--- config.mk ---
export PLATFORM = sky130hd
export DESIGN_NAME = instr_fetch_queue_flat
export DESIGN_NICKNAME = d
export VERILOG_FILES = /design/src/rtl/cpu_pkg.sv /design/src/rtl/instr_fetch_queue_if.sv /design/src/rtl/inst_fifo.sv /design/src/rtl/instr_fetch_queue.sv /design/src/flat_wrapper.sv
export SDC_FILE = /design/constraint.sdc
export NUM_CORES = 1
export LEC_CHECK = 0
export CAP_MARGIN = 20
export CORE_ASPECT_RATIO = 1.2
export CORE_UTILIZATION = 49
export DETAILED_ROUTE_END_ITERATION = 10
export PLACE_DENSITY = 0.75
export REMOVE_ABC_BUFFERS = 1
export SYNTH_ARGS = -nofsm -noshare
export SYNTH_HDL_FRONTEND = slang
export SYNTH_SLANG_ARGS = --single-unit
--- constraint.sdc ---
create_clock -name clk -period 2.7 [get_ports clk]
set_input_delay 0.54 -clock clk [delete_from_list [all_inputs] [get_ports clk]]
set_output_delay 0.54 -clock clk [all_outputs]
set_load 0.02 [all_outputs]
--- src/rtl/cpu_pkg.sv ---
// Shared fetch-stage types and constants.
// Holds the queue entry layout and PC stepping.
package cpu_pkg;

   localparam int          INSTR_W  = 32;
   localparam logic [31:0] RESET_PC = 32'h0000_0000;
   localparam logic [31:0] PC_INC   = 32'd4;

   typedef struct packed {
      logic [31:0]        pc;
      logic [INSTR_W-1:0] instr;
   } fetch_entry_t;

endpackage

--- src/rtl/instr_fetch_queue_if.sv ---
// Fetch bus: imem request/response, redirect and decode handshake.
// master = fetch unit, slave = memory/decode environment.
interface instr_fetch_queue_if
   import cpu_pkg::*;
#(
   parameter int DATA_W = INSTR_W
);

   logic              imem_req;
   logic [31:0]       imem_addr;
   logic              imem_gnt;
   logic              imem_rvalid;
   logic [DATA_W-1:0] imem_rdata;
   logic              redirect_valid;
   logic [31:0]       redirect_pc;
   logic              inst_valid;
   logic              inst_ready;
   logic [DATA_W-1:0] inst_data;
   logic [31:0]       inst_pc;
   logic              fetch_err;

   modport master (
      output imem_req, imem_addr,
      input  imem_gnt, imem_rvalid, imem_rdata,
      input  redirect_valid, redirect_pc,
      output inst_valid, inst_data, inst_pc,
      input  inst_ready,
      output fetch_err
   );

   modport slave (
      input  imem_req, imem_addr,
      output imem_gnt, imem_rvalid, imem_rdata,
      output redirect_valid, redirect_pc,
      input  inst_valid, inst_data, inst_pc,
      output inst_ready,
      input  fetch_err
   );

endinterface

--- src/rtl/inst_fifo.sv ---
// Circular buffer of fetched {pc, instr} entries.
// Flush wins over push/pop; caller never pushes full or pops empty.
module inst_fifo
   import cpu_pkg::*;
#(
   parameter  int DEPTH = 4,
   localparam int AW    = $clog2(DEPTH)
) (
   input  logic         clk,
   input  logic         nreset,
   input  logic         push_i,
   input  logic         pop_i,
   input  logic         flush_i,
   input  fetch_entry_t wdata_i,
   output fetch_entry_t head_o,
   output logic [AW:0]  count_o
);

   fetch_entry_t  mem_q [DEPTH];
   logic [AW-1:0] wr_q, wr_d;
   logic [AW-1:0] rd_q, rd_d;
   logic [AW:0]   cnt_q, cnt_d;

   always_comb begin
      wr_d  = wr_q;
      rd_d  = rd_q;
      cnt_d = cnt_q;
      if (flush_i) begin
         wr_d  = '0;
         rd_d  = '0;
         cnt_d = '0;
      end else begin
         if (push_i) wr_d = wr_q + 1'b1;
         if (pop_i)  rd_d = rd_q + 1'b1;
         unique case ({push_i, pop_i})
            2'b10:   cnt_d = cnt_q + 1'b1;
            2'b01:   cnt_d = cnt_q - 1'b1;
            default: cnt_d = cnt_q;
         endcase
      end
   end

   always_ff @(posedge clk) begin
      if (nreset) begin
         wr_q  <= '0;
         rd_q  <= '0;
         cnt_q <= '0;
      end else begin
         wr_q  <= wr_d;
         rd_q  <= rd_d;
         cnt_q <= cnt_d;
      end
   end

   always_ff @(posedge clk) begin
      if (push_i && !flush_i) mem_q[wr_q] <= wdata_i;
   end

   assign head_o  = mem_q[rd_q];
   assign count_o = cnt_q;

endmodule

--- src/rtl/instr_fetch_queue.sv ---
// Fetch stage: sequential PC issue, one-cycle imem response,
// credit-limited queue to decode, redirect flush, sticky error.
module instr_fetch_queue
   import cpu_pkg::fetch_entry_t;
   import cpu_pkg::PC_INC;
#(
   parameter int          DEPTH    = 4,
   parameter logic [31:0] RESET_PC = cpu_pkg::RESET_PC,
   parameter int          INSTR_W  = cpu_pkg::INSTR_W
) (
   input logic                 clk,
   input logic                 nreset,
   instr_fetch_queue_if.master bus
);

   localparam int AW = $clog2(DEPTH);

   logic [31:0]  fetch_pc_q, fetch_pc_d;
   logic         pending_q, pending_d;
   logic [31:0]  pend_pc_q, pend_pc_d;
   logic         err_q, err_d;

   logic [AW:0]   count;
   logic [AW+1:0] inflight;
   logic          credit_ok;
   logic          req, gnt_fire;
   logic          push, pop, flush;
   logic          valid;
   logic [INSTR_W-1:0] rdata;
   fetch_entry_t  wdata, head;

   // queued + in-flight words never exceed DEPTH, so a response always fits
   assign inflight  = {1'b0, count} + {{(AW+1){1'b0}}, pending_q};
   assign credit_ok = inflight < (AW+2)'(DEPTH);
   assign req       = !nreset && !bus.redirect_valid && credit_ok;
   assign gnt_fire  = req && bus.imem_gnt;

   assign valid = !nreset && (count != '0);
   assign push  = bus.imem_rvalid && pending_q && !bus.redirect_valid;
   assign pop   = valid && bus.inst_ready && !bus.redirect_valid;
   assign flush = bus.redirect_valid;

   assign rdata = bus.imem_rdata;
   assign wdata = '{pc: pend_pc_q, instr: rdata};

   always_comb begin
      fetch_pc_d = fetch_pc_q;
      if (bus.redirect_valid)
         fetch_pc_d = {bus.redirect_pc[31:2], 2'b00};
      else if (gnt_fire)
         fetch_pc_d = fetch_pc_q + PC_INC;
      pending_d = gnt_fire;
      pend_pc_d = gnt_fire ? fetch_pc_q : pend_pc_q;
      err_d     = err_q || (bus.imem_rvalid ^ pending_q);
   end

   always_ff @(posedge clk) begin
      if (nreset) begin
         fetch_pc_q <= RESET_PC;
         pending_q  <= 1'b0;
         pend_pc_q  <= '0;
         err_q      <= 1'b0;
      end else begin
         fetch_pc_q <= fetch_pc_d;
         pending_q  <= pending_d;
         pend_pc_q  <= pend_pc_d;
         err_q      <= err_d;
      end
   end

   inst_fifo #(
      .DEPTH (DEPTH)
   ) u_fifo (
      .clk     (clk),
      .nreset  (nreset),
      .push_i  (push),
      .pop_i   (pop),
      .flush_i (flush),
      .wdata_i (wdata),
      .head_o  (head),
      .count_o (count)
   );

   assign bus.imem_req   = req;
   assign bus.imem_addr  = fetch_pc_q;
   assign bus.inst_valid = valid;
   assign bus.inst_data  = head.instr;
   assign bus.inst_pc    = head.pc;
   assign bus.fetch_err  = err_q;

endmodule
--- src/flat_wrapper.sv ---
// flat-port wrapper written by rule: the top's interface ports become plain ports
module instr_fetch_queue_flat import cpu_pkg::fetch_entry_t; import cpu_pkg::PC_INC;
#(
   parameter int          DEPTH    = 4,
   parameter logic [31:0] RESET_PC = cpu_pkg::RESET_PC,
   parameter int          INSTR_W  = cpu_pkg::INSTR_W
)
  (clk, nreset, bus_imem_req, bus_imem_addr, bus_imem_gnt, bus_imem_rvalid, bus_imem_rdata, bus_redirect_valid, bus_redirect_pc, bus_inst_valid, bus_inst_data, bus_inst_pc, bus_inst_ready, bus_fetch_err);
  instr_fetch_queue_if bus_i ();
  input logic clk;
  input logic nreset;
  output wire logic [$bits(bus_i.imem_req)-1:0] bus_imem_req;
  output wire logic [$bits(bus_i.imem_addr)-1:0] bus_imem_addr;
  input wire logic [$bits(bus_i.imem_gnt)-1:0] bus_imem_gnt;
  input wire logic [$bits(bus_i.imem_rvalid)-1:0] bus_imem_rvalid;
  input wire logic [$bits(bus_i.imem_rdata)-1:0] bus_imem_rdata;
  input wire logic [$bits(bus_i.redirect_valid)-1:0] bus_redirect_valid;
  input wire logic [$bits(bus_i.redirect_pc)-1:0] bus_redirect_pc;
  output wire logic [$bits(bus_i.inst_valid)-1:0] bus_inst_valid;
  output wire logic [$bits(bus_i.inst_data)-1:0] bus_inst_data;
  output wire logic [$bits(bus_i.inst_pc)-1:0] bus_inst_pc;
  input wire logic [$bits(bus_i.inst_ready)-1:0] bus_inst_ready;
  output wire logic [$bits(bus_i.fetch_err)-1:0] bus_fetch_err;
  assign bus_imem_req = bus_i.imem_req;
  assign bus_imem_addr = bus_i.imem_addr;
  assign bus_i.imem_gnt = bus_imem_gnt;
  assign bus_i.imem_rvalid = bus_imem_rvalid;
  assign bus_i.imem_rdata = bus_imem_rdata;
  assign bus_i.redirect_valid = bus_redirect_valid;
  assign bus_i.redirect_pc = bus_redirect_pc;
  assign bus_inst_valid = bus_i.inst_valid;
  assign bus_inst_data = bus_i.inst_data;
  assign bus_inst_pc = bus_i.inst_pc;
  assign bus_i.inst_ready = bus_inst_ready;
  assign bus_fetch_err = bus_i.fetch_err;
  instr_fetch_queue #(.DEPTH(DEPTH), .RESET_PC(RESET_PC), .INSTR_W(INSTR_W)) u_core (.clk(clk), .nreset(nreset), .bus(bus_i));
endmodule
==> results of run 1 <==
==> layer usage <==
metal  up-vias  global-route usage [%]  share of wire (%)
li1       3314                       -                  -
met1      3573                    27.1                 43
met2       238                    32.9                 50
met3        30                    3.12                5.7
met4         0                    5.12                1.6
met5         -                       0                  0
==> layout by cell type (no fill, tap or decap), types with 10 or more instances in the layout <==
cell type / synthesis / routed
inv_1: 11 / 11
nor2_1: 21 / 21
clkdlybuf4s50_1: 0 / 98
edfxtp_1: 248 / 248
buf_12: 0 / 15
a21oi_1: 43 / 43
dlygate4sd2_1: 0 / 58
dfxtp_1: 71 / 69
nand3_1: 14 / 14
clkbuf_16: 0 / 31
xnor2_1: 10 / 10
nor3_1: 11 / 11
buf_4: 7 / 38
nand2_1: 91 / 91
a31oi_1: 10 / 10
mux4_2: 62 / 62
==> through the flow <==
step	cells	total power [mW]	utilization [%]	area [µm²]
global placement	1241	5.92	59.6	14700
CTS	1300	9.84	63.1	15600
finish	1300	9.73	63.1	15600
detailed placement	1241	5.93	59.6	14700
floorplan	704	5.62	-	12100
global route	1300	10.1	63.1	15600
==> what timing repair did <==
action | 4_1_cts | 5_1_grt
buffers inserted | 3 | 0
pin swaps | 0 | 0
endpoints found under the setup margin | 63 | 5
gates resized for setup | 63 | 5
==> cell usage after synthesis, types with 2 or more instances <==
master	n
nor4_4	2
dfxtp_1	71
xnor2_1	10
a21oi_1	43
a32oi_1	2
buf_6	2
o211ai_1	3
and4_1	8
inv_1	11
a211oi_1	2
a22oi_1	5
o22ai_1	6
nand3_1	14
nand4_1	8
buf_1	7
and3_1	4
nor3_1	11
o21ai_0	8
mux2i_1	4
xor2_1	8
and2_1	10
buf_2	2
ha_1	7
nor2b_1	2
nor4_1	7
a31oi_1	10
nor2_1	21
clkbuf_1	27
buf_4	7
or3_1	6
nand2_1	91
mux4_2	62
edfxtp_1	248
o311ai_0	2
o21bai_1	2
==> worst min-delay path: stages <==
cell and delay, ns:
buf_2 0.12, or2_2 0.13, buf_4 0.10, a21oi_1 0.03
==> state kept, by name, indices dropped and copies added (netlist names), named ones only <==
register / cells
u_core.bus.fetch_err: 1
u_core.bus.imem_addr: 30
u_core.pend_pc_q: 30
u_core.pending_q: 1
u_core.u_fifo.count_o: 3
u_core.u_fifo.mem_q: 248
u_core.u_fifo.rd_q: 2
u_core.u_fifo.wr_q: 2
==> kinds of logic (layout without fill, tap and decap cells) <==
kind of cell | count (synthesis) | in the layout | synth area share (%)
other | 1 | 4 | 0.0305
and+or+nand+nor | 189 | 189 | 7.57
adders and majority gates | 8 | 8 | 0.875
muxes | 67 | 67 | 11.8
xor gates and xnor gates | 18 | 18 | 1.28
buffers and inverters | 56 | 282 | 2.07
AOI/OAI and AO/OA | 88 | 88 | 4.25
DFF | 319 | 319 | 72.1
==> power groups by stage <==
stage / Clock [mW] / Combinational [mW] / Sequential, mW
floorplan: 0 / 0.123 / 5.50
global placement: 0 / 0.440 / 5.48
detailed placement: 0 / 0.446 / 5.48
CTS: 4.02 / 0.443 / 5.37
global route: 4.21 / 0.471 / 5.38
finish: 3.92 / 0.439 / 5.38
==> worst min path at each step <==
stage | startpoint | endpoint | slack, ns | cells after the start
2_1_floorplan | u_core.pend_pc_q[10] | u_core.pend_pc_q[10] | 0.46 | 2
3_3_place_gp | u_core.pend_pc_q[20] | u_core.pend_pc_q[20] | 0.48 | 2
3_5_place_dp | u_core.bus.fetch_err | u_core.bus.fetch_err | 0.47 | 2
4_1_cts | nreset | u_core.u_fifo.count_o[2] | 0.42 | 4
5_1_grt | nreset | u_core.u_fifo.count_o[2] | 0.44 | 4
6_report | nreset | u_core.u_fifo.count_o[2] | 0.43 | 4
==> final cells by class <==
type	instances	area, µm²
clock buffers	43	855
clock inverters	13	78.8
fillers	1825	9090
inverters	11	41.3
multi-input cells	374	3190
flip-flops and latches	319	8880
well taps	325	407
repair buffers	215	2130
==> summary.md, run 1 <==
| Metric | Value |
|---|---|
| Clock power frac | 40.3% |
| P_leak | between 5 and 6 nW |
| DRC viols | 0 |
| # IOs | 169 |
| CP cell instances | buf_12 > mux4_2 > dlygate4sd2_1 |
| Rel. slew slack | 51.7% |
| Gr ovfl total | 0 |
| Post-synth top area share | around three fifths |
| CTS Buffer Depth | 3 |
| Die X | 147 µm |
| Slew Viols, Final | 0 |
| Post-DRT Antenna Nets | 0 |
| Pint | 7.74 mW |
| Clk Latency, worst-skew pair | 0.54 ns |
| YS warnings | 0 |
| WP buf/inv | 2 |
| Number of hold buffers added after CTS | 0 |
| WP depth | 3 |
| Clock-pin slew on the worst setup and hold paths | 0.06 ns |
| Asr flop ratio synth | 0% |
| Tmin final | 2.62 ns |
| CP peak stage delay | 0.52 ns |
| Sequential fraction of the synthesis area | about 72% |
| Slowest-stage cell, CP | mux4_2 |
| Reg2Reg Setup Slack | 0.45 ns |
| Post-synth EDFFs | roughly 250 |
| Cell Pwr Density | 625 nW/µm² |
| Sw Ratio | 20.5% |
| Setup TNS | 0 ns |
| Final wirelength | around 25000 µm |
| CP delay by family, top | buffers and inverters |
| Placeable Area | 24700 µm² |
| Drt first pass iters | 5 |
| Antenna diodes | 0 |
| Post-Synthesis Cell Area | 12300 µm² |
| Layout area overhead | 26.7% |
| Via density | ~5.5 |
| Std-Cell Rows | 63 |
| Flop pwr share | 55.2% |
| Worst vdd rail ir drop | 0.506 mV |
| Routed via count | between 7000 and 8000 |
| Switch Pwr | 1.99 mW |
| CP required | 2.16 ns |
| First-pass GRT wire length | ~39000 µm |
| Routability Congestion | 0.809 |
| Setup-failing EPs final | 0 |
| Highest clock rate | between 300 and 400 MHz |
| RR Startpoint | u_core.bus.imem_addr[7] |
| Synth top area cells | edfxtp_1 61%, dfxtp_1 12%, mux4_2 11% |
| DP Wirelength | about 16000 µm |
| Final setup margin | 0.0789 ns |
| Layout cells sized above 1 | 17.8% |
| Skew final | 0.0103 ns |
| Worst setup path end | bus_inst_pc[14] |
| Final Cycle Share | 97.1% |
| R2R depth | 5 |
| Register bit total from synthesis | around 320 |
| Tightest Pin Transition | roughly 0.72 ns |
| GRT Total Usage | roughly a fifth |
| Prevailing post-synth register cell | edfxtp_1 |
| Yosys cell types | 48 |
| Hold slack | ~0.43 ns |
| DP Worst Slack | -0.222 ns |
| Worst Hold Class | input pin to flop |
| Die ar. | 25700 µm² |
| Iteration-0 DRC count of the detailed router | roughly 370 |
| CTS root buf | clkbuf_16 |
| Pin count of the biggest net entering global routing | 47 |
| Crit path DAT | 2.08 ns |
| CTS tree | done |
| Drt wl/cell | between 15 and 20 µm |
| Final #Nets | 1029 |
| Fin. Hold Viols | 0 |
| Power share of the combinational group | 4.5% |
| Crit Path Class | flop to output port |
| Max Cap Viol | 0 |
| Num CTS Buffers | 30 |
| Initial Util | 49.8% |
| Critical path fanouts, max | 19 |
| Die height | 176 µm |
| Outcome | complete, no violations |
| Endpoint type of the worst setup path | output port |
| Reg2reg end | u_core.bus.imem_addr[15] |
| CP Launch Type | flop |
| Post-synthesis area per instance | about 16 µm² |
| CTS sink count | approximately 320 |
| IO buf count | 162 |
| Initial antenna violation count | 0 |
| Vias in the first global route | just over 7000 |
| Yosys top cell by area | edfxtp_1 |
| RSZ-0062 raised after global routing | false |
| Post-synthesis instance total | 746 |
| CTS H-tree lvls | 1 |
Power figures use the tool's default switching activity.
==> run 2: changes to the inputs <==
Settings changed: CORE_UTILIZATION 49 to 35, PLACE_DENSITY 0.75 to 0.57.
==> run 2 against run 1 <==
Via count decreased by 0.91%; critical path depth increased by 1; die area increased by 39%; fmax about the same; first-iteration DRC count increased by 10%; final cell count increased by 11%; sequential power about the same; combinational power about the same; setup slack improved by 0.0022 ns; non-clock buffer count increased by 7; clock skew increased by 0.013 ns; routed wire length increased by 10%.
==> summary.md, run 2 (same netlist as run 1, synthesis figures left out) <==
| Metric | Value |
|---|---|
| Outcome | complete, no violations (unchanged) |
| Vias in the first global route | 7198 (was 7138) |
| Final Cycle Share | 97.0% (was 97.1%) |
| Num CTS Buffers | 34 (was 30) |
| CP peak stage delay | 0.50 ns (was 0.52 ns) |
| Std-Cell Rows | 74 (was 63) |
| Layout cells sized above 1 | 18.6% (was 17.8%) |
| CTS sink count | 319 (unchanged) |
| Drt first pass iters | 5 (unchanged) |
| Most common cell after layout, fill and taps aside | edfxtp_1 (unchanged) |
| GRT Total Usage | 15.4% (was 19.7%) |
| Drt wl/cell | 19.0 µm (was 19.2 µm) |
| Antenna diodes | 0 (unchanged) |
| CTS root buf | clkbuf_16 (unchanged) |
| Final #Nets | 1040 (was 1029) |
| Max Cap Viol | 0 (unchanged) |
| Die X | 173 µm (was 147 µm) |
| Highest clock rate | 382 MHz (about the same) |
| Clk Latency, worst-skew pair | 0.51 ns (was 0.54 ns) |
| R2R depth | 6 (was 5) |
| Placeable Area | 34400 µm² (was 24700 µm²) |
| # IOs | 169 (unchanged) |
| Endpoint type of the worst setup path | output port (unchanged) |
| Slew Viols, Final | 0 (unchanged) |
| RR Startpoint | u_core.u_fifo.count_o[2] (was u_core.bus.imem_addr[7]) |
| Hold Startpoint | nreset (unchanged) |
| Pin count of the biggest net entering global routing | 46 (was 47) |
| CP Launch Type | flop (unchanged) |
| Critical path fanouts, max | 10 (was 19) |
| Most frequent cells in the layout | 248 x edfxtp_1, 99 x clkdlybuf4s50_1, 91 x nand2_1, 69 x dfxtp_1, 62 x mux4_2 (was 248 x edfxtp_1, 98 x clkdlybuf4s50_1, 91 x nand2_1, 69 x dfxtp_1, 62 x mux4_2) |
| CTS Buffer Depth | 3 (unchanged) |
| Gr ovfl total | 0 (unchanged) |
| CP cell instances | buf_12 > buf_4 > mux4_2 > clkdlybuf4s15_1 (was buf_12 > mux4_2 > dlygate4sd2_1) |
| Via density | 4.92 (was 5.50) |
| First-pass GRT wire length | 42500 µm (was 39400 µm) |
| CTS H-tree lvls | 2 (was 1) |
| Reg with most FFs | u_core.u_fifo.mem_q (unchanged) |
| Fin. Hold Viols | 0 (unchanged) |
| CTS tree | done (unchanged) |
| Cell Pwr Density | 650 nW/µm² (was 625 nW/µm²) |
| Setup-failing EPs final | 0 (unchanged) |
| Max reg flops | 248 (unchanged) |
| CP required | 2.16 ns (about the same) |
| Routed via count | 7090 (was 7155) |
| RSZ-0062 raised after global routing | false (unchanged) |
| Reg2reg end | u_core.bus.imem_addr[10] (was u_core.bus.imem_addr[15]) |
| Die ar. | 35900 µm² (was 25700 µm²) |
| Clock-pin slew on the worst setup and hold paths | 0.06 ns (about the same) |
| WHS Endpoint | u_core.bus.imem_addr[5] (was u_core.u_fifo.count_o[2]) |
| Reg2Reg Setup Slack | 0.40 ns (was 0.45 ns) |
| Initial Util | 35.8% (was 49.8%) |
| IO buf count | 162 (unchanged) |
| Skew final | 0.0229 ns (was 0.0103 ns) |
| Worst vdd rail ir drop | 0.321 mV (was 0.506 mV) |
| Final wirelength | 27500 µm (was 24900 µm) |
| Rel. slew slack | 57.6% (was 51.7%) |
| Layout Utilization | 46.6% (was 63.1%) |
| CP delay by family, top | buffers and inverters (unchanged) |
| Slowest-stage cell, CP | mux4_2 (unchanged) |
| DRC viols | 0 (unchanged) |
| Routability Congestion | 0.752 (was 0.809) |
| WP buf/inv | 3 (was 2) |
| Die height | 207 µm (was 176 µm) |
| P_leak | 5.43 nW (was 5.30 nW) |
| Post-DRT Antenna Nets | 0 (unchanged) |
| Initial antenna violation count | 0 (unchanged) |
| Fillers | 2994 (was 1825) |
| Layout area overhead | 30.3% (was 26.7%) |
| WHS Path Cells | 3 (was 4) |
| Tmin final | 2.62 ns (about the same) |
| Setup TNS | 0 ns (unchanged) |
| Iteration-0 DRC count of the detailed router | 411 (was 373) |
| Tightest Pin Transition | 0.634 ns (was 0.722 ns) |
| Crit path DAT | 2.08 ns (about the same) |
| Worst Hold Class | input pin to flop (unchanged) |
| DP Wirelength | 18000 µm (was 16200 µm) |
| Crit Path Class | flop to output port (unchanged) |
-- run 2: timing repair --
action                                  4_1_cts  5_1_grt
endpoints found under the setup margin       62       12
hold buffers                                  0        0
buffers inserted                              6        6
pin swaps                                     0        0
resized for setup                            72        4
-- run 2: per-stage QoR --
stage	hold WS [ns]	power (mW)	std cells	setup slack [ns]	instance area, µm²
2_1_floorplan	0.458	5.62	704	-1.21	12100
3_3_place_gp	0.466	5.92	1370	-0.231	14900
3_5_place_dp	0.458	5.93	1370	-0.233	14900
4_1_cts	0.453	10.6	1436	0.00112	16000
5_1_grt	0.463	10.8	1442	0.000489	16000
6_report	0.464	10.4	1442	0.0811	16000
-- run 2: worst max-delay path by stage --
stage | startpoint | endpoint | slack [ns] | cells after the start
3_3_place_gp | bus_redirect_valid | u_core.u_fifo.count_o[2] | -0.23 | 9
2_1_floorplan | flop | bus_inst_data[0] | -1.21 | 1
3_5_place_dp | bus_redirect_valid | u_core.bus.imem_addr[10] | -0.23 | 7
4_1_cts | flop | bus_inst_data[10] | 0.001 | 4
6_report | flop | bus_inst_data[29] | 0.08 | 4
5_1_grt | flop | bus_inst_pc[21] | 0.0005 | 3
-- run 2: per-layer routing --
layer | track usage [%] | part of all wire (%)
met3 | 3.08 | 5.4
met1 | 20.1 | 44
met4 | 4.21 | 1.7
met2 | 26.2 | 49
met5 | 0 | 0
-- run 2: final cells by class --
cell class                      instances  area (µm²)  share of cell area (%)
Clock buffer                           46         927                    5.79
Clock inverter                         14         173                    1.08
Inverter                               11        41.3                   0.258
Multi-Input combinational cell        374        3190                    19.9
Sequential cell                       319        8880                    55.4
Tap cell                              456         571                    3.56
Timing Repair Buffer                  222        2240                    14.0
-- run 2: worst min-delay path, cell delays in order --
cell,delay (ns)
buf_2,0.14
buf_4,0.19
a21oi_1,0.05
-- run 2: report_power, final --
group / total [mW] / switching, mW / internal [mW]
logic: 0.436 / 0.217 / 0.219
clock network: 4.60 / 1.81 / 2.80
registers: 5.38 / 0.0713 / 5.31
==> run 3: changes to the inputs <==
Settings changed: CAP_MARGIN 20 to 40.
==> results of run 3 <==
The final DEF is identical to that of run 2; final timing and power are the same.
==> patch: new RTL, config.mk and constraints of run 2 <==
The package constant `INSTR_W` goes from 32 to 64.
--- a/src/rtl/cpu_pkg.sv
+++ b/src/rtl/cpu_pkg.sv
@@ -4,3 +4,3 @@
 
-   localparam int          INSTR_W  = 32;
+   localparam int          INSTR_W  = 64;
    localparam logic [31:0] RESET_PC = 32'h0000_0000;
Interface: changed (resized bus_imem_rdata and bus_inst_data); port bits go from 169 to 233. The function was not compared with the original's and may differ.
==> patch against run 2 <==
  * Clock power rose by 32%
  * Sequential cell count up 128
  * Non-clock buffer count increased by 69
  * Largest cell class unchanged
  * Register-to-register slack worse by 0.06 ns
  * Critical endpoint is now bus_inst_data[1]
  * Routed wire length grew 35%
  * Sequential power rose by 41%
  * Setup slack got worse by 0.019 ns
  * Total power rose by 36%
  * Synthesized cell count is 22% higher
  * Area after synthesis up 37%
  * Cell area increased by 36%
  * Worst hold slack improved by 0.028 ns
  * Sequential share of layout area is 3.1 points higher
==> patch: results (changes against run 2) <==
grt:
  first_global_vias: 9699  # +35%
  grt_pass1_wl_microns: 56700  # +33%
  grt_max_degree: 58  # +26%
  grt_util_all_layers: 0.151  # -0.00368
  antenna_found_initial: 0  # unchanged
power_and_ir_drop:
  swShare: 0.195  # -0.00564
  p_clk_frac: 0.428  # -0.014
  vdd_ir_drop_max_v: 0.000425  # +32%
  p_leak_nw: 7.16  # +32%
placed_design:
  placed_area_sq_um: 20400  # +37%
  dp_cells: 1770  # +29%
  gp_congestion: 0.795  # +5.7%
  hpwl_microns: 23100  # +28%
  io_buffers: 226  # +40%
  dp_slack_ns: -0.328  # -0.0950 ns
timing:
  fin_skew_ns: 0.0110  # -0.0119 ns
  post-route-min-period_ns: 2.64  # +0.0191 ns
  worstMarginPinSlew_ns: 0.743  # +0.109 ns
  hold_slack_ns: 0.491  # +0.0278 ns
synth:
  syn_avg_cell_area_sq_um: 18.5  # +12%
  synth_edf_count: 376  # +52%
  yosysSeqAreaShare: 0.753  # +0.0313
  yosys.cell_types.count: 53  # +10%
  netlist_top_cells_count: "376 x edfxtp_1, 94 x mux4_2, 90 x nand2_1"
  synth_area_leaders: "edfxtp_1 67%, mux4_2 13%, dfxtp_1 8.4%, nand2_1 2.0%, a21oi_1 1.2%"
finish:
  fill_cells: 4130  # +38%
  finalNetCount: 1311  # +26%
  multi_input_area_sq_um: 3910  # +23%
  regMostFlops: "u_core.u_fifo.mem_q"
  drive_gt1_frac: 0.242  # +0.0565
  stdcell_count: 1858  # +29%
route:
  wl_microns: 37000  # +35%
  dr.pass1.iters: 5  # unchanged
  viasPerCell: 4.95  # +0.75%
  drt_iter0_drc: 494  # +20%
setup_path:
  crit_slowest_cell: "mux4_2"
  r2r_slack_ns: 0.34  # -0.06 ns
  cp_max_fo: 10  # unchanged
  critical_path.top_delay_family: "buffers and inverters"
  cp.arrival_ns: 2.10  # +0.02 ns
  cp_slowest_stage_delay_ns: 0.47  # -0.03 ns
cts:
  cts_buffers: 45  # +32%
  cts.clk_slew.worst_paths_ns: 0.06  # about the same
  clk_latency_ns: 0.54  # +0.03 ns
status:
  status: "finished, final reports clean"
hold_path:
  hold_path.class: "reg2reg"
patch: path summary, 6_finish.rpt:
check	end	start	cells past startpoint
worst max register to register	u_core.u_fifo.count_o[2]	u_core.u_fifo.count_o[2]	9
worst max-delay path	bus_inst_data[1]	flop	4
worst min register to register	u_core.bus.fetch_err	u_core.bus.fetch_err	2
worst min-delay path	u_core.bus.fetch_err	u_core.bus.fetch_err	2
patch: power groups by stage:
stage | registers [mW] | logic (mW) | clock network, mW
after floorplan | 7.74 | 0.137 | 0
after global placement | 7.71 | 0.539 | 0
after detailed placement | 7.71 | 0.545 | 0
after CTS | 7.57 | 0.541 | 6.28
after global routing | 7.57 | 0.575 | 6.53
final | 7.57 | 0.534 | 6.07
patch: cell families (layout without fill, tap and decap cells):
family          count (synthesis)  after routing  share of synthesized area
compound gates                 88             88                     0.0313
xor+xnor                       16             16                    0.00830
mux                            98             98                      0.128
buf+inv                        62            383                     0.0169
other cells                     1              4                   0.000222
flops                         447            447                      0.753
simple gates                  191            191                     0.0564
fa+ha+maj                       8              8                    0.00637
patch: cell type report:
type / instances / area share
inverter: 11 / 0.00190
clock inverter: 17 / 0.00876
sequential: 447 / 0.586
timing repair buffer: 291 / 0.130
clock buffer: 64 / 0.0580
multi-input combinational: 405 / 0.180
tap: 623 / 0.0359
patch: layer usage:
metal / GRT usage / share of wire / vias up / wire length, microns
li1: - / - / 4208 / -
met4: 0.0372 / 0.017 / 0 / 626
met5: 0 / 0 / - / 0
met1: 0.204 / 0.44 / 4676 / 16300
met3: 0.0298 / 0.056 / 41 / 2080
met2: 0.249 / 0.49 / 279 / 18000
patch: repair_timing:
| action | 4_1_cts | 5_1_grt |
|---|---|---|
| gates cloned | 1 | 1 |
| endpoints found under the setup margin | 92 | 49 |
| buffers inserted | 3 | 2 |
| gates resized for setup | 233 | 47 |
